==> config.mk <==
export PLATFORM = sky130hd
export DESIGN_NAME = md_hilo_unit
export DESIGN_NICKNAME = d
export VERILOG_FILES = /design/src/rtl/md_hilo_unit.sv
export SDC_FILE = /design/constraint.sdc
export NUM_CORES = 1
export LEC_CHECK = 0
export ABC_CLOCK_PERIOD_IN_PS = 5400
export CORE_ASPECT_RATIO = 1.5
export CORE_MARGIN = 3
export CORE_UTILIZATION = 40
export CTS_BUF_LIST = sky130_fd_sc_hd__clkbuf_4 sky130_fd_sc_hd__clkbuf_8 sky130_fd_sc_hd__clkbuf_16
export CTS_CLUSTER_DIAMETER = 120
export DETAILED_ROUTE_END_ITERATION = 8
export PLACE_DENSITY = 0.87
export SLEW_MARGIN = 15
export SYNTH_ARGS = -nofsm -noshare
export SYNTH_HDL_FRONTEND = slang
export SYNTH_SLANG_ARGS = --single-unit
==> constraint.sdc <==
create_clock -name i_clk -period 5.4 [get_ports i_clk]
set_clock_uncertainty 0.15 [all_clocks]
set_input_delay 1.08 -clock i_clk [delete_from_list [all_inputs] [get_ports i_clk]]
set_output_delay 1.08 -clock i_clk [all_outputs]
set_load 0.02 [all_outputs]
==> src/rtl/md_hilo_unit.sv <==
// md_hilo_unit: issues mul/div ops to div_mlt, waits a fixed latency, commits results to HI/LO.
module md_hilo_unit #(
  parameter int MUL_LAT = 1,
  parameter int DIV_LAT = 32
) (
  input  logic        i_clk,
  input  logic        i_rst,
  input  logic        i_op_valid,
  input  logic [2:0]  i_op,
  input  logic [31:0] i_rs,
  input  logic [31:0] i_rt,
  input  logic        i_flush,
  output logic        o_busy,
  output logic [31:0] o_hi,
  output logic [31:0] o_lo,
  output logic        o_dz,
  output logic        o_md_en,
  output logic        o_md_mul,
  output logic        o_md_sign,
  output logic [31:0] o_md_A,
  output logic [31:0] o_md_B,
  input  logic [31:0] i_md_hi,
  input  logic [31:0] i_md_lo
);
  localparam int MAXL = MUL_LAT > DIV_LAT ? MUL_LAT : DIV_LAT;
  localparam int CW = $clog2(MAXL + 1);
  typedef enum logic [1:0] {IDLE, ISSUE, WAIT, COMMIT} state_t;
  state_t state_q, state_d;
  logic [CW-1:0] cnt_q, cnt_d;
  logic [31:0] hi_q, hi_d, lo_q, lo_d, a_q, a_d, b_q, b_d;
  logic dz_q, dz_d, mul_q, mul_d, sign_q, sign_d;
  logic accept, div_zero;
  always_comb begin
    accept = state_q == IDLE && i_op_valid && !i_flush;
    div_zero = i_op[2:1] == 2'b01 && i_rt == 32'd0;
    state_d = state_q;
    cnt_d = cnt_q;
    hi_d = hi_q;
    lo_d = lo_q;
    a_d = a_q;
    b_d = b_q;
    mul_d = mul_q;
    sign_d = sign_q;
    dz_d = accept && div_zero;
    if (i_flush) state_d = IDLE;
    else if (accept && !i_op[2] && !div_zero) begin
      a_d = i_rs;
      b_d = i_rt;
      mul_d = !i_op[1];
      sign_d = !i_op[0];
      cnt_d = i_op[1] ? CW'(DIV_LAT) : CW'(MUL_LAT);
      state_d = ISSUE;
    end
    else if (state_q == ISSUE) state_d = WAIT;
    else if (state_q == WAIT) begin
      cnt_d = cnt_q - CW'(1);
      state_d = cnt_q == CW'(1) ? COMMIT : WAIT;
    end
    else if (state_q == COMMIT) begin
      hi_d = i_md_hi;
      lo_d = i_md_lo;
      state_d = IDLE;
    end
    // MTHI/MTLO write straight through at the accepting edge
    if (accept && i_op == 3'b100) hi_d = i_rs;
    if (accept && i_op == 3'b101) lo_d = i_rs;
  end
  always_ff @(posedge i_clk or posedge i_rst) begin
    if (i_rst) begin
      state_q <= IDLE;
      cnt_q <= '0;
      hi_q <= '0;
      lo_q <= '0;
      a_q <= '0;
      b_q <= '0;
      dz_q <= 1'b0;
      mul_q <= 1'b0;
      sign_q <= 1'b0;
    end else begin
      state_q <= state_d;
      cnt_q <= cnt_d;
      hi_q <= hi_d;
      lo_q <= lo_d;
      a_q <= a_d;
      b_q <= b_d;
      dz_q <= dz_d;
      mul_q <= mul_d;
      sign_q <= sign_d;
    end
  end
  assign o_busy = state_q != IDLE;
  assign o_md_en = state_q == ISSUE && !i_flush;
  assign o_hi = hi_q;
  assign o_lo = lo_q;
  assign o_dz = dz_q;
  assign o_md_mul = mul_q;
  assign o_md_sign = sign_q;
  assign o_md_A = a_q;
  assign o_md_B = b_q;
endmodule
Word-level counts from Yosys, hierarchy flattened

Cells that the tools add are included.

Flip-flop bits (word level): 139
Input port bits: 135
Output and inout port bits: 133
Logic and storage cells: 74

Add/subtract/negate cells: 1
Equality and inequality tests: 16
Mux-type cells: 22
Bitwise operators: 1
Reduce and logical (&&, ||, !) cells: 25

Operators by type and width:

| kind                | number |
|---|---|
| $mux 32             | 12 |
| $logic_not 32->1    | 1 |
| $mux 6              | 4 |
| $ne 2x1->1 const B  | 8 |
| $mux 2              | 5 |
| $reduce_and 5->1    | 2 |
| $logic_and 1x1->1   | 9 |
| $reduce_bool 2->1   | 4 |
| $eq 3x3->1 const B  | 2 |
| $eq 6x1->1 const B  | 1 |
| $sub 6x1->6 const B | 1 |
| $logic_not 1->1     | 5 |
| $reduce_bool 5->1   | 1 |
| $eq 2x1->1 const B  | 2 |
| $eq 2x2->1 const B  | 2 |
| $reduce_and 3->1    | 1 |
| $logic_not 2->1     | 1 |
| $ne 2x2->1 const B  | 1 |
| $reduce_and 2->1    | 1 |
| $mux 1              | 1 |
| $not 1->1           | 1 |

Longest topological paths before layout

Depth after elaboration: 8
Depth in mapped cells: 9
Depth with buffers taken out: 7

Worst setup path before layout

Ideal clock, no wire load.

Path kind: input port to flip-flop
From: in i_rt[17]
To: reg b_q[24] (netlist: o_md_B[24])
Setup time: 0.128 ns
Arrival time: 2.565 ns
Data required time: 5.122 ns
Setup slack: 2.557 ns
Stages on the path: 7
Cells stage by stage: nor4_1 nand3_1 nor3_4 nor2_1 buf_2 buf_2 mux2_1

Word-level cells in the longest chain between the ends: 5

RTL lines:

| what                       | line | source |
|---|---|---|
| from (decl)                | 11   | `input logic [31:0] i_rt,` |
| $logic_not 32->1           | 35   | `div_zero = i_op[2:1] == 2'b01 && i_rt == 32'd0;` |
| $logic_and 1x1->1          | 35   |  |
| $logic_not 1->1            | 46   | `else if (accept && !i_op[2] && !div_zero) begin` |
| $logic_and 1x1->1          | 46   |  |
| $reduce_and 2->1 (no line) | --   |  |
| to (signal assigned)       | 75   | `b_q <= '0;` |
| to (signal assigned)       | 85   | `b_q <= b_d;` |
| to (decl)                  | 30   | `logic [31:0] hi_q, hi_d, lo_q, lo_d, a_q, a_d, b_q, b_d;` |

No other way between the ends.
A chain may end at the register's enable or synchronous reset.

Worst setup path in the final report

From: in i_flush
To: out o_md_en

Word-level cells in the longest chain between the ends: 2

RTL lines:

| what              | line | source |
|---|---|---|
| from (decl)       | 12   | `input logic i_flush,` |
| $logic_not 1->1   | 92   | `assign o_md_en = state_q == ISSUE && !i_flush;` |
| $logic_and 1x1->1 | 92   |  |
| to (decl)         | 17   | `output logic o_md_en,` |

No other way between the ends.

==> impl_metrics.env <==
export IMPL_fin_setup_tns_ns=0
export IMPL_grt_pass1_wl_um=30200
export IMPL_routed_via_density=5.12
export IMPL_slowest_stage="clkdlybuf4s50_1"
export IMPL_grt_use_met2_pct=39.3
export IMPL_cts_buffer_depth=2
export IMPL_grt_overflow_total=0
export IMPL_ant_nets=0
export IMPL_pin_count=268
export IMPL_drive_above_1_share_pct=21.5
export IMPL_first_iter_violations=228
export IMPL_cp_start_kind="primary input"
export IMPL_cts_num_sinks=139
export IMPL_post_route_util_pct=64.0
export IMPL_finalHoldViolCount=0
export IMPL_cp_cell_sequence="clkdlybuf4s50_1 -> buf_4 -> nor2b_1 -> clkdlybuf4s50_1"
export IMPL_start_util_pct=41.4
export IMPL_cap_violations=0
export IMPL_yosysWarnings=0
export IMPL_die_area_um2=17400
export IMPL_hp_start="o_md_A[31]$_DFFE_PP0P_"
export IMPL_synth_seq_area_share_pct=55.0
export IMPL_grt_met1_usage_pct=25.0
export IMPL_cp_startpoint="i_flush"
export IMPL_area_growth_pct=54.7
export IMPL_top_usage_layer="met2"
export IMPL_worst_slew_pin_slew_ns=1.05
export IMPL_fin_hold_ws_ns=0.351
export IMPL_finalWeightedCongestion=0.814
export IMPL_drt_pass1_iterations=4
export IMPL_die_h_um=160
export IMPL_portBuffers=267
export IMPL_fmax_ghz=0.275
export IMPL_r2r_start="state_q[0]$_DFFE_PP0P_"
export IMPL_track_usage_pct=22.6
export IMPL_ys_flop_type="dfrtp_1"
export IMPL_routed_wl_um=19100
export IMPL_syn_area_um2=6320
export IMPL_synth_most_common_cell="dfrtp_1"
export IMPL_cts_tree="done"
export IMPL_vdd_drop_max_uv=285
export IMPL_cts_resized_gates=0
export IMPL_rsz0062_at_grt="false"
export IMPL_avgSynthCellArea_um2=12.3
export IMPL_cp_slowest_stage_delay_ns=0.61
export IMPL_grtUsageMet3_pct=5.34
export IMPL_fin_crit_sh_pct=67.3
export IMPL_diodes=0
export IMPL_synth_top_area_share_pct=55.0
export IMPL_async_flop_share_pct=100
export IMPL_cp_common_cell="clkdlybuf4s50_1"
export IMPL_finalSetupViolCount=0
export IMPL_cts_setup_buffers=0
export IMPL_ys_types=43
export IMPL_clkTransAtPathRegs_ns=0.06
export IMPL_htree_num_levels=4
export IMPL_synth_area_leader_cell="dfrtp_1"
export IMPL_die_w_um=109
export IMPL_wire_per_inst_um=19.3
export IMPL_cp_top_family="buffers and inverters"
export IMPL_holdCritPathClass="flip-flop to flip-flop"
export IMPL_grt_max_degree=78
export IMPL_grt_pass1_vias=5636
export IMPL_slew_headroom_pct=29.5
export IMPL_core_rowCount=55
export IMPL_synthCells=513
export IMPL_fin_nets=921
export IMPL_holdBufCountCts=0
export IMPL_synth_nets=655
export IMPL_drcViolationCount=0
export IMPL_ys_ff_latch=139
export IMPL_route_vias_total=5073
export IMPL_synth_edf_count=0
export IMPL_crit_cells=4
export IMPL_crit_buf_inv=3
export IMPL_whs_path_depth=1
export IMPL_cp_arrival_ns=2.40
export IMPL_p_leak_nw=4.29
export IMPL_power_density_nw_per_um2=515
export IMPL_required_ns=4.17
export IMPL_cts_made_buffers=17
export IMPL_dp_hpwl_um=13700
export IMPL_slew_violations=0
export IMPL_cp_end_kind="output pin"
export IMPL_r2r_cells=6
export IMPL_insertion_delay_ns=0.41
export IMPL_cp_max_fo=15
export IMPL_cts_root_buffer="clkbuf_16"
export IMPL_synthTopCellsByArea="dfrtp_1, mux2_2, a221oi_1"
export IMPL_antenna_found_initial=0
export IMPL_synth_common_cells="dfrtp_1, mux2_2, inv_1"
export IMPL_status="finished, final reports clean"
export IMPL_core_um2=15300
export IMPL_path_class="primary input to output pin"
export IMPL_finalCriticalPeriod_ns=3.63
state kept, by name (all words and copies together), names as in the netlist:
signal,count
o_md_A,32
o_md_B,32
o_hi,32
o_md_sign,1
o_md_mul,1
state_q,2
cnt_q,6
o_dz,1
o_lo,32
routing by layer:
layer	up-vias	wire length, um
met1	2496	7040
met4	0	708
li1	2313	-
met3	45	1270
met2	219	10100
met5	-	0
layout make-up:
cell class | instances | area, um2
fillers | 1151 | 5500
flip-flops and latches | 139 | 3480
repair buffers | 274 | 2740
multi-input cells | 276 | 2450
clock buffers | 19 | 447
inverters | 71 | 272
well taps | 199 | 249
clock inverters | 13 | 144
stage by stage:
stage	area (um2)	total power (W)	setup slack (ns)	std cells
after detailed placement	9190	0.00390	1.47	959
after global routing	9780	0.00528	1.69	991
final	9780	0.00504	1.77	991
after floorplan	6320	0.00275	0.445	513
after CTS	9780	0.00509	1.76	991
after global placement	9190	0.00384	1.52	959
logic make-up (layout without fill, tap and decap cells):
logic type               Yosys count  after routing  share of synthesized area [%]
buffers and inverters             98            377                           6.63
XOR/XNOR                           3              3                          0.416
multiplexers                     128            128                           22.8
flip-flops                       139            139                           55.0
adder cells (fa/ha/maj)            7              7                           1.39
AO/OA/AOI/OAI                     48             48                           6.30
AND/OR/NAND/NOR                   90             90                           7.42
worst paths after layout:
kind | to | slack, ns
setup / recovery | o_md_en | 1.77
hold / removal | o_md_A[31]$_DFFE_PP0P_ | 0.35
setup reg to reg | o_hi[13]$_DFFE_PP0P_ | 2.50
hold reg to reg | o_md_A[31]$_DFFE_PP0P_ | 0.35
max in group asynchronous | o_lo[14]$_DFFE_PP0P_ | 3.15
min in group asynchronous | o_md_A[3]$_DFFE_PP0P_ | 1.04
placed cells by master, fill, tap and decap left out, types with 3 or more instances in the layout:
cell / instances
nand2_1: 6
dfrtp_1: 139
clkdlybuf4s50_1: 267
clkinvlp_4: 4
nand2b_1: 3
ha_1: 7
and3b_1: 3
nor2_1: 43
nor4_1: 13
mux2_1: 7
or3_1: 3
a221oi_1: 32
inv_6: 3
mux2_2: 121
inv_1: 70
nor3_1: 3
clkbuf_16: 17
o21ai_0: 4
clkinv_4: 3
buf_4: 6
power breakdown:
group / switching (W) / leakage, nW / total, W / internal (W)
clock: 0.000459 / 0.279 / 0.00116 / 0.000701
combinational: 0.00102 / 2.37 / 0.00216 / 0.00114
sequential: 0.000240 / 1.64 / 0.00171 / 0.00147
worst register-to-register path, stage by stage (launching register included):
cell      delay, ns
dfrtp_1        0.43
inv_1          0.10
ha_1           0.19
and3b_1        0.22
nand2b_1       0.30
o21ai_4        0.93
mux2_2         0.45
(Power assumes the default switching activity.)
